<file path="config.mk">
export PLATFORM = sky130hd
export DESIGN_NAME = regs_wb_ctrl
export DESIGN_NICKNAME = d
export VERILOG_FILES = /design/src/rtl/regs_wb_ctrl.sv
export SDC_FILE = /design/constraint.sdc
export NUM_CORES = 1
export LEC_CHECK = 0
export CELL_PAD_IN_SITES_DETAIL_PLACEMENT = 1
export CELL_PAD_IN_SITES_GLOBAL_PLACEMENT = 1
export CORE_UTILIZATION = 32
export CTS_BUF_LIST = sky130_fd_sc_hd__clkbuf_8
export DETAILED_ROUTE_END_ITERATION = 16
export GPL_ROUTABILITY_DRIVEN = 0
export GPL_TIMING_DRIVEN = 1
export PLACE_DENSITY_LB_ADDON = 0.08
export SYNTH_ARGS = -nofsm -noshare
export SYNTH_HDL_FRONTEND = slang
export SYNTH_SLANG_ARGS = --single-unit
export TNS_END_PERCENT = 20
</file>
<file path="constraint.sdc">
create_clock -name clk -period 3.7 [get_ports clk]
set_clock_uncertainty 0.1 [all_clocks]
set_input_delay 0.925 -clock clk [delete_from_list [all_inputs] [get_ports clk]]
set_output_delay 0.925 -clock clk [all_outputs]
set_load 0.01 [all_outputs]
</file>
<file path="src/rtl/regs_wb_ctrl.sv">
// rtl/regs_wb_ctrl.sv - writeback arbiter and register busy scoreboard
module regs_wb_ctrl #(
  parameter int XLEN      = 32,
  parameter int REG_COUNT = 32,
  parameter int AW        = 5
) (
  input  logic              clk,
  input  logic              rst,
  input  logic [2:0]        req_valid,
  output logic [2:0]        req_ready,
  input  logic [3*AW-1:0]   req_addr,
  input  logic [3*XLEN-1:0] req_data,
  output logic              write_en,
  output logic [AW-1:0]     write_addr,
  output logic [XLEN-1:0]   write_data,
  input  logic              issue_valid,
  input  logic [AW-1:0]     issue_addr,
  output logic              issue_ready,
  input  logic [AW-1:0]     rd_addr1,
  output logic              rd_busy1,
  input  logic [AW-1:0]     rd_addr2,
  output logic              rd_busy2
);

  logic [REG_COUNT-1:0] busy;
  logic [REG_COUNT-1:0] busy_next;
  logic [1:0]           last_grant;
  logic [1:0]           grant_idx;
  logic [1:0]           idx;
  logic                 found;
  logic                 transfer;
  logic                 wb_hit;
  logic [AW-1:0]        gnt_addr;
  logic [XLEN-1:0]      gnt_data;

  function automatic logic [1:0] wrap_inc(input logic [1:0] i);
    return (i == 2'd2) ? 2'd0 : i + 2'd1;
  endfunction

  // Round-robin search starting just after the last requester served
  always_comb begin
    req_ready = '0;
    grant_idx = 2'd0;
    found     = 1'b0;
    idx       = wrap_inc(last_grant);
    if (rst) begin
      for (int k = 0; k < 3; k++) begin
        if (!found && req_valid[idx]) begin
          found     = 1'b1;
          grant_idx = idx;
        end
        idx = wrap_inc(idx);
      end
    end
    if (found) req_ready[grant_idx] = 1'b1;
  end

  assign transfer = |(req_valid & req_ready);
  assign gnt_addr = req_addr[grant_idx*AW +: AW];
  assign gnt_data = req_data[grant_idx*XLEN +: XLEN];

  // A register being written back this cycle is free for a new reservation
  assign wb_hit      = write_en && (write_addr == issue_addr);
  assign issue_ready = rst && ((issue_addr == '0) || !busy[issue_addr] || wb_hit);

  assign rd_busy1 = (rd_addr1 != '0) && busy[rd_addr1];
  assign rd_busy2 = (rd_addr2 != '0) && busy[rd_addr2];

  // Set is applied after clear so a same-edge reservation wins
  always_comb begin
    busy_next = busy;
    if (write_en) busy_next[write_addr] = 1'b0;
    if (issue_valid && issue_ready && (issue_addr != '0)) busy_next[issue_addr] = 1'b1;
    busy_next[0] = 1'b0;
  end

  always_ff @(posedge clk) begin
    if (!rst) begin
      busy       <= '0;
      write_en   <= 1'b0;
      write_addr <= '0;
      write_data <= '0;
      last_grant <= 2'd2;
    end else begin
      busy     <= busy_next;
      write_en <= transfer && (gnt_addr != '0);
      if (transfer) begin
        write_addr <= gnt_addr;
        write_data <= gnt_data;
        last_grant <= grant_idx;
      end
    end
  end

endmodule

</file>
# Word-level counts from Yosys, hierarchy flattened
# Cells that the tools add are included.
# classes
addsub	3
mul	1
n_lt_le_gt_ge	11
eq_ne	4
n_shift	2
mux	34
bitwise_logic	4
reduce_logical	23
# op_table
cell	count
variable part select 96 x 8 -> 32 bit	1
2-to-1 mux 32 bit	2
AND 32 bit	1
NOT 32 bit	1
OR 32 bit	1
< comparator 5 x 6 -> 1 bit (second input constant)	4
nonzero test 5 bit	4
binary-select mux 1 bit (select 5 bit)	3
2-to-1 mux 1 bit	15
variable part select 15 x 6 -> 5 bit	1
2-to-1 mux 2 bit	7
logical AND 1 bit	12
< comparator 2 x 3 -> 1 bit (second input constant)	4
demux 1 bit (select 5 bit)	2
greater-or-equal comparator 5 x 1 -> 1 bit (second input constant)	2
adder 2 x 1 -> 2 bit (second input constant)	3
binary-select mux 1 bit (select 2 bit)	3
equality test 2 bit (second input constant)	3
equality test 5 bit	1
logical NOT 5 bit	1
multiplier 2 x 3 -> 5 bit (second input constant)	1
AND 3 bit	1
logical NOT 1 bit	3
2-to-1 mux 3 bit	1
other kinds (4)	5
# word_totals
register_bits	72
input_bits	132
out_inout_bits	44

# Logic depth before layout (Yosys ltp)
# Gate-level depths: netlist of run 1.
# logic_depth
depth_word	22
ltp_mapped	8
mapped_depth_nobuf	6

# Least setup slack after synthesis of run 1
# OpenSTA, ideal clock, no wires.
# synth_timing
path_type	input port to output port
from	input port rd_addr1[0]
to	output port rd_busy1
arrival_time_ns	2.635
setup_slack_ns	0.040
stages	4
path_cell_list	clkbuf_1 -> mux4_2 -> mux4_2 -> mux2_2
# synth_via
elab_chain_len	3
word_cells_on_any_way	4
cone_classes	2 x mux; 2 x reduce/logical
# synth_rtl
item	line	source
start, declared	19	input logic [AW-1:0] rd_addr1,
binary-select mux 1 bit (select 5 bit)	66	assign rd_busy1 = (rd_addr1 != '0) && busy[rd_addr1];
2-to-1 mux 1 bit (not written as such)	66	
logical AND 1 bit (*)	66	
end, declared	20	output logic rd_busy1,
# Every way passes the cells marked *; elsewhere a longest branch is shown, timed or not. The select of a mux whose other input is x is not followed.

# Final worst setup path of run 1
# layout_timing
from	input port rd_addr2[0]
to	output port rd_busy2
# layout_via
elab_chain_len	3
word_cells_on_any_way	4
cone_classes	2 x mux; 2 x reduce/logical
# layout_rtl
item	line	source
start, declared	21	input logic [AW-1:0] rd_addr2,
binary-select mux 1 bit (select 5 bit)	67	assign rd_busy2 = (rd_addr2 != '0) && busy[rd_addr2];
2-to-1 mux 1 bit (not written as such)	67	
logical AND 1 bit (*)	67	
end, declared	22	output logic rd_busy2
# Marks and branches as above.

==> results of run 1 <==
==> cells by family (layout without fill, tap and decap cells) <==
group	count (synthesis)	count (layout)	share of synthesized area
mux	33	33	0.1473
simple gates	107	107	0.1298
compound gates	192	192	0.3202
buf+inv	43	248	0.04245
flops	71	71	0.3494
xor+xnor	5	5	0.01077
==> routing by layer <==
metal / wire length (um) / up-vias / part of all wire / GRT usage
met1: 6833 / 2259 / 0.40 / 0.3076
li1: - / 2172 / - / -
met4: 452 / 0 / 0.026 / 0.09957
met3: 1277 / 31 / 0.075 / 0.06906
met2: 8545 / 171 / 0.50 / 0.4622
met5: 0 / - / 0 / 0
==> worst paths after layout <==
| check | from | end | slack, ns | depth (start not counted) |
|---|---|---|---|---|
| worst max register to register | busy[20]$_SDFF_PN0_ | busy[3]$_SDFF_PN0_ | 1.39 | 8 |
| worst max-delay path | rd_addr2[0] | rd_busy2 | 0.06 | 6 |
| worst min register to register | write_data[5]$_SDFFE_PN0P_ | write_data[5]$_SDFFE_PN0P_ | 0.45 | 2 |
| worst min-delay path | write_data[5]$_SDFFE_PN0P_ | write_data[5]$_SDFFE_PN0P_ | 0.45 | 2 |
==> cell type report <==
class	instances	area [sq um]	area share
Multi-Input combinational cell	337	2556	0.3879
Timing Repair Buffer	229	2217	0.3364
Sequential cell	71	1421	0.2157
Tap cell	168	210.2	0.03190
Clock buffer	9	123.9	0.01880
Clock inverter	7	50.05	0.007594
Inverter	3	11.26	0.001709
==> through the flow <==
step / total power, mW / utilization / TNS, ns
after floorplan: 1.050 / - / 0
after global placement: 1.364 / 0.5113 / -1.858
after detailed placement: 1.376 / 0.5113 / -1.992
after CTS: 1.941 / 0.5346 / 0
after global routing: 2.025 / 0.5397 / 0
final: 1.935 / 0.5397 / 0
==> critical path, delay by kind of cell <==
family   cells  cell delay, ns
buf+inv      3            0.49
mux          3            1.20
==> repair_timing <==
item,4_1_cts,5_1_grt
gates resized for setup,40,15
setup endpoints to repair,4,4
hold buffers,0,0
cloned,3,0
setup buffers,5,0
pin swaps,5,4
==> registers in the layout, summed over array words and instances (netlist names) <==
signal      cells
busy           31
last_grant      2
write_addr      5
write_data     32
write_en        1
==> power breakdown <==
part / total (mW) / switching (mW) / internal, mW
logic: 0.547 / 0.242 / 0.305
registers: 0.830 / 0.0271 / 0.803
clock network: 0.558 / 0.314 / 0.244
total: 1.93 / 0.583 / 1.35
==> placed cells by master, fill, tap and decap left out, drive strengths merged, types with 5 or more instances in the layout <==
master	netlist	layout
clkdlybuf4s50	0	159
dfxtp	71	71
o21ai	66	66
buf	8	58
nand2	48	48
a21oi	38	38
a221oi	33	33
o211ai	29	29
mux4	21	21
nor2	11	11
clkbuf	32	10
dlygate4sd2	0	8
nand3	7	7
mux2i	7	7
nor2b	6	6
nor3	6	6
nand3b	5	5
o22ai	5	5
inv	3	5
mux2	5	5
==> flow_summary.yaml, run 1 <==
synth:
  synth_edf_count: 0
  avgSynthCellArea_sq_um: 9.019
  yosysMostFrequentCell: "dfxtp_1"
  yosys.area.top_type_share: 0.3494
  synth_seq_cells: 71
  yosysSeqAreaShare: 0.3494
  yosysTopAreaCell: "dfxtp_1"
  yosysUniqueCellTypes: 52
  async_flop_share: 0
  synth_common_cells: "dfxtp_1 (71), nand2_1 (48), a21oi_1 (38)"
  synth_cells: 451
  synth_area_sq_mm: 0.004068
  synthTopCellsByArea: "dfxtp_1 (35%), mux4_2 (12%), a221oi_1 (6.9%), o211ai_1 (5.4%), a21oi_1 (4.7%)"
  yosys_warnings: 0
  synthFlopType: "dfxtp_1"
  synth_fp_nets: 583
global_routing:
  track_usage: 0.2631
  antenna_found_initial: 0
  grt_pass1_vias: 5014
  grt_max_degree: 38
  gr-total-overflow: 0
  grt_pass1_wl_um: 26450
floorplan:
  die_height_um: 114.7
  std_cell_rows: 40
  pin_count: 176
  dieArea_sq_mm: 0.01317
  core-area_sq_mm: 0.01221
  start_util: 0.3331
  die_x_um: 114.7
clocking:
  numCtsBuffers: 9
  clkTransAtPathRegs_ns: 0.08
  cts-root-buf: "clkbuf_8"
  cts_tree: "done"
  h-tree-depth: 3
  clk_latency_ns: 0.35
  clock_sinks: 71
  clockBufferDepth: 2
layout:
  finalNonFillerCells: 824
  area_delta_synth_final_pct: 62.01
  final_nets: 783
  layout-drive-gt1-share: 0.1829
  diodes: 0
  fin_area_sq_mm: 0.006590
  fillCellCount: 1426
timing:
  setup_slack_ns: 0.06261
  slew_headroom: 0.6884
  period_minus_slack_ns: 3.637
  fin_hold_ws_ns: 0.4492
  max_freq_mhz: 274.9
  fin_crit_sh: 0.9831
  slew_viol_final: 0
  worst_slew_pin_slew_ns: 0.4660
  rsz0062_at_grt: "no"
  final-setup-viol-count: 0
  hold_violations: 0
critical_path:
  critPathMostFrequentCell: "mux4_2"
  slowest_stage: "mux4_2"
  path_class: "input port to output pin"
  max_stage_delay_ns: 0.48
  required_ns: 2.67
  critPathCaptureType: "output pin"
  critical_path_arrival_ns: 2.61
  crit_chain: "buf_4 > bufbuf_16 > mux4_2 > mux4_2 > mux2_2 > buf_2"
  crit_path_max_fanout: 4
  startpoint_type: "input port"
placement:
  io_buffers: 175
  post-place-ws_ns: -0.7476
  dpl_cell_area_sq_mm: 0.006243
  place_inst: 800
  dp_hpwl_um: 12910
drt:
  vias: 4633
  drt_first_pass_iters: 5
  drt-initial-drc-count: 263
  viasPerCell: 5.623
  antenna_left: 0
  routed_wirelength_um: 17110
  wl_per_cell_um: 20.76
  drc: 0
run_status:
  status: "finished clean"
job:
  cap_violations: 0
power_and_ir_drop:
  power.density_mw_per_mm2: 293.6
  vdd_ir_drop_max_v: 0.0001657
  p_leak_nw: 2.438
worst_hold_path:
  hold_path.class: "flip-flop to flip-flop"
Note: power is estimated with default switching activity, not from simulation.
==> inputs of run 2 (changes only) <==
Settings changed: CAP_MARGIN set to 20, PLACE_DENSITY_LB_ADDON 0.08 to 0.1.
==> flow_summary.yaml, run 2 (synthesis results as in run 1) <==
run_status:
  status: "finished clean"
layout:
  multi_input_area_sq_mm: 0.002545
  final_common_cell: "clkdlybuf4s50_1"
  fin_util: 0.5427
  top_regs: "write_data: 32 flops, busy: 31 flops, write_addr: 5 flops"
  layout-drive-gt1-share: 0.1779
  diodes: 0
  finalNonFillerCells: 820
  regArea_sq_mm: 0.001421
  most-common-layout-cells: "clkdlybuf4s50_1 (160), dfxtp_1 (71), nand2_1 (48), buf_4 (43), a21oi_1 (36)"
  top_register: "write_data"
  largest_reg_flops: 32
  fin_area_sq_mm: 0.006628
  area_delta_synth_final_pct: 62.93
  fillCellCount: 1412
  final_nets: 779
floorplan:
  core-area_sq_mm: 0.01221
  die_x_um: 114.7
  pin_count: 176
  dieArea_sq_mm: 0.01317
  die_height_um: 114.7
  std_cell_rows: 40
  start_util: 0.3331
critical_path:
  rr_startpoint: "busy[1]$_SDFF_PN0_"
  path_class: "input port to output pin"
  crit_chain: "clkdlybuf4s15_2 > buf_12 > mux4_2 > mux4_2 > mux2_2 > buf_6"
  startpoint_type: "input port"
  critPathCapture: "rd_busy1"
  max_stage_delay_ns: 0.50
  r2r_end: "busy[3]$_SDFF_PN0_"
  cp-startpoint: "rd_addr1[0]"
  slowest_stage: "mux4_2"
  r2r_slack_ns: 1.45
  critPathCaptureType: "output pin"
  required_ns: 2.67
  critical_path_arrival_ns: 2.64
  crit_path_max_fanout: 8
  critPathMostFrequentCell: "mux4_2"
  rr_worst_depth: 7
drt:
  drc: 0
  drt_first_pass_iters: 4
  routed_wirelength_um: 17700
  wl_per_cell_um: 21.58
  vias: 4660
  drt-initial-drc-count: 197
  antenna_left: 0
  viasPerCell: 5.683
clocking:
  clock_sinks: 71
  clockBufferDepth: 2
  cts_hold_buffers: 0
  cts_tree: "done"
  h-tree-depth: 3
  clk_latency_ns: 0.37
  numCtsBuffers: 9
  clkTransAtPathRegs_ns: 0.07
  cts-root-buf: "clkbuf_8"
global_routing:
  grt_pass1_vias: 5082
  grt_pass1_wl_um: 27660
  track_usage: 0.2784
  antenna_found_initial: 0
  gr-total-overflow: 0
  grt_max_degree: 41
timing:
  rsz0062_at_grt: "yes"
  worst_slew_pin_slew_ns: 0.5056
  setup_slack_ns: 0.03352
  slew_headroom: 0.6619
  max_freq_mhz: 272.7
  fin_crit_sh: 0.9909
  fin_hold_ws_ns: 0.4380
  period_minus_slack_ns: 3.666
  slew_viol_final: 0
  hold_violations: 0
  fin_tns_setup_ns: 0
  final-setup-viol-count: 0
power_and_ir_drop:
  power_mw: 2.220
  p_seq_frac: 0.374
  p_switching_mw: 0.5842
  switching_share: 0.2632
  vdd_ir_drop_max_v: 0.0002710
  power.density_mw_per_mm2: 334.9
  p_leak_nw: 2.454
  combPwrFrac: 0.245
  p_int_mw: 1.635
  clkPwrFrac: 0.381
job:
  cap_violations: 0
worst_hold_path:
  hold_path.class: "flip-flop to flip-flop"
  whs_path_depth: 1
placement:
  post-place-ws_ns: -0.8163
  place_inst: 799
  io_buffers: 175
  dpl_cell_area_sq_mm: 0.006236
  dp_hpwl_um: 13340
run 2: cell count changes in the layout (fill, tap and decap cells not counted), sizes merged:
cell,delta
clkdlybuf4s15,+1
bufbuf,-1
buf,-3
clkdlybuf4s50,+1
dlygate4sd2,-1
bufinv,+4
inv,-1
clkinvlp,-2
clkinv,-2
run 2: cell type report:
cell class / instances / area share
Inverter: 3 / 0.001699
Multi-Input combinational cell: 337 / 0.3840
Clock inverter: 6 / 0.02001
Sequential cell: 71 / 0.2145
Tap cell: 168 / 0.03172
Clock buffer: 10 / 0.02077
Timing Repair Buffer: 225 / 0.3274
run 2: routing by layer:
| layer | vias to the layer above | track usage | part of all wire |
|---|---|---|---|
| li1 | 2161 | - | - |
| met1 | 2281 | 0.3168 | 0.41 |
| met2 | 184 | 0.4877 | 0.49 |
| met3 | 34 | 0.09278 | 0.078 |
| met4 | 0 | 0.09870 | 0.026 |
| met5 | - | 0 | 0 |
run 2: timing repair:
action,CTS,global route
setup endpoints to repair,3,5
gates resized for setup,39,14
gates cloned,1,0
pin swaps,2,4
buffers inserted,4,0
run 2: worst min path at each step:
stage	start	to	slack (ns)
floorplan	busy[2]$_SDFF_PN0_	busy[2]$_SDFF_PN0_	0.36
global placement	last_grant[1]$_SDFFE_PN1P_	last_grant[1]$_SDFFE_PN1P_	0.41
detailed placement	last_grant[1]$_SDFFE_PN1P_	last_grant[1]$_SDFFE_PN1P_	0.42
CTS	last_grant[1]$_SDFFE_PN1P_	last_grant[1]$_SDFFE_PN1P_	0.44
global route	last_grant[1]$_SDFFE_PN1P_	last_grant[1]$_SDFFE_PN1P_	0.45
finish	last_grant[1]$_SDFFE_PN1P_	last_grant[1]$_SDFFE_PN1P_	0.44
run 2: critical path, delay by kind of cell:
family	cells	cell delay, ns
buffers and inverters	3	0.45
muxes	3	1.26
run 2: power groups by stage:
stage | Clock [mW] | Combinational [mW] | Sequential (mW)
6_report | 0.846 | 0.543 | 0.830
3_5_place_dp | 0 | 0.531 | 0.847
3_3_place_gp | 0 | 0.521 | 0.845
5_1_grt | 0.894 | 0.583 | 0.835
4_1_cts | 0.862 | 0.542 | 0.830
2_1_floorplan | 0 | 0.192 | 0.859
==> inputs of run 3 (changes only) <==
Settings changed: CORE_MARGIN set to 2.
==> flow_summary.yaml, run 3 (synthesis results as in run 1) <==
critical_path:
  critical_path_arrival_ns: 2.65
  crit_path_max_fanout: 10
  path_class: "input port to output pin"
  critPathCaptureType: "output pin"
  startpoint_type: "input port"
  required_ns: 2.67
  rr_worst_depth: 7
drt:
  vias: 4589
  antenna_left: 0
  drc: 0
  wl_per_cell_um: 21.34
  routed_wirelength_um: 17470
  drt-initial-drc-count: 282
  drt_first_pass_iters: 5
  viasPerCell: 5.603
layout:
  multi_input_area_sq_mm: 0.002506
  top_regs: "write_data: 32 flops, busy: 31 flops, write_addr: 5 flops"
  area_delta_synth_final_pct: 59.77
  largest_reg_flops: 32
  final_common_cell: "clkdlybuf4s50_1"
  most-common-layout-cells: "clkdlybuf4s50_1 (160), dfxtp_1 (71), nand2_1 (48), buf_4 (39), a21oi_1 (37)"
  layout-drive-gt1-share: 0.1623
  final_nets: 774
  fillCellCount: 1447
  diodes: 0
  top_register: "write_data"
  regArea_sq_mm: 0.001421
clocking:
  clockBufferDepth: 2
  clkTransAtPathRegs_ns: 0.08
  clk_latency_ns: 0.35
  numCtsBuffers: 9
  cts_tree: "done"
  clock_sinks: 71
  cts-root-buf: "clkbuf_8"
  h-tree-depth: 3
  cts_hold_buffers: 0
floorplan:
  start_util: 0.3250
  die_x_um: 116.7
  std_cell_rows: 41
  core-area_sq_mm: 0.01252
  pin_count: 176
  dieArea_sq_mm: 0.01363
  die_height_um: 116.7
global_routing:
  track_usage: 0.2630
  antenna_found_initial: 0
  gr-total-overflow: 0
  grt_pass1_wl_um: 27390
  grt_max_degree: 42
  grt_pass1_vias: 4942
power_and_ir_drop:
  vdd_ir_drop_max_v: 0.0001553
  power_mw: 1.970
  power.density_mw_per_mm2: 303.1
  p_leak_nw: 2.400
worst_hold_path:
  hold_path.class: "flip-flop to flip-flop"
  whs_path_depth: 2
placement:
  dp_hpwl_um: 13510
  io_buffers: 175
timing:
  slew_headroom: 0.6965
  period_minus_slack_ns: 3.671
  slew_viol_final: 0
  rsz0062_at_grt: "yes"
  hold_violations: 0
  fin_crit_sh: 0.9920
  fin_hold_ws_ns: 0.4486
  worst_slew_pin_slew_ns: 0.4539
  final-setup-viol-count: 0
  max_freq_mhz: 272.4
run_status:
  status: "finished clean"
job:
  cap_violations: 0
run 3: path summary, 6_finish.rpt:
kind | endpoint | startpoint | slack (ns)
setup / recovery | issue_ready | issue_addr[1] | 0.03
hold / removal | busy[30]$_SDFF_PN0_ | busy[30]$_SDFF_PN0_ | 0.45
setup reg to reg | busy[3]$_SDFF_PN0_ | busy[1]$_SDFF_PN0_ | 1.50
hold reg to reg | busy[30]$_SDFF_PN0_ | busy[30]$_SDFF_PN0_ | 0.45
run 3: worst max-delay path, stage by stage:
cell and delay, ns:
dlygate4sd2_1 0.26, buf_12 0.14, buf_4 0.15, mux2i_2 0.18
a2111oi_2 0.09, a211o_1 0.30, a221oi_4 0.25, a21oi_2 0.10
nor2_1 0.10, buf_2 0.14
run 3: final cells by class:
class | count | share of cell area
inverter | 3 | 0.001733
tap | 172 | 0.03312
clock inverter | 7 | 0.009434
sequential | 71 | 0.2187
clock buffer | 9 | 0.01906
timing repair buffer | 220 | 0.3323
multi-input combinational | 337 | 0.3856
run 3: through the flow:
stage | TNS, ns | cell area (sq um) | instances | worst slack [ns] | utilization
after global routing | -0.08532 | 6499 | 819 | -0.08532 | 0.5192
after CTS | -0.01956 | 6481 | 819 | -0.01956 | 0.5178
after floorplan | 0 | 4068 | 451 | 0.03972 | -
after global placement | -1.840 | 6223 | 799 | -0.6298 | 0.4972
final | 0 | 6499 | 819 | 0.02946 | 0.5192
after detailed placement | -2.012 | 6223 | 799 | -0.6816 | 0.4972
run 3: metal layers:
layer	GRT usage	up-vias	share of wire
li1	-	2156	-
met1	0.3006	2222	0.39
met2	0.4605	180	0.52
met3	0.08614	31	0.071
met4	0.09255	0	0.024
met5	0	-	0
run 3: what timing repair did:
item                       CTS  global route
gates resized for setup     35             5
gates cloned                 2             0
pin swaps                    2             0
buffers inserted             2             0
setup endpoints to repair    3             3
run 3: where the power goes:
group	total, mW	switching [mW]	internal (mW)
clock	0.599	0.341	0.257
sequential	0.832	0.0293	0.803
combinational	0.539	0.238	0.300
total	1.97	0.609	1.36
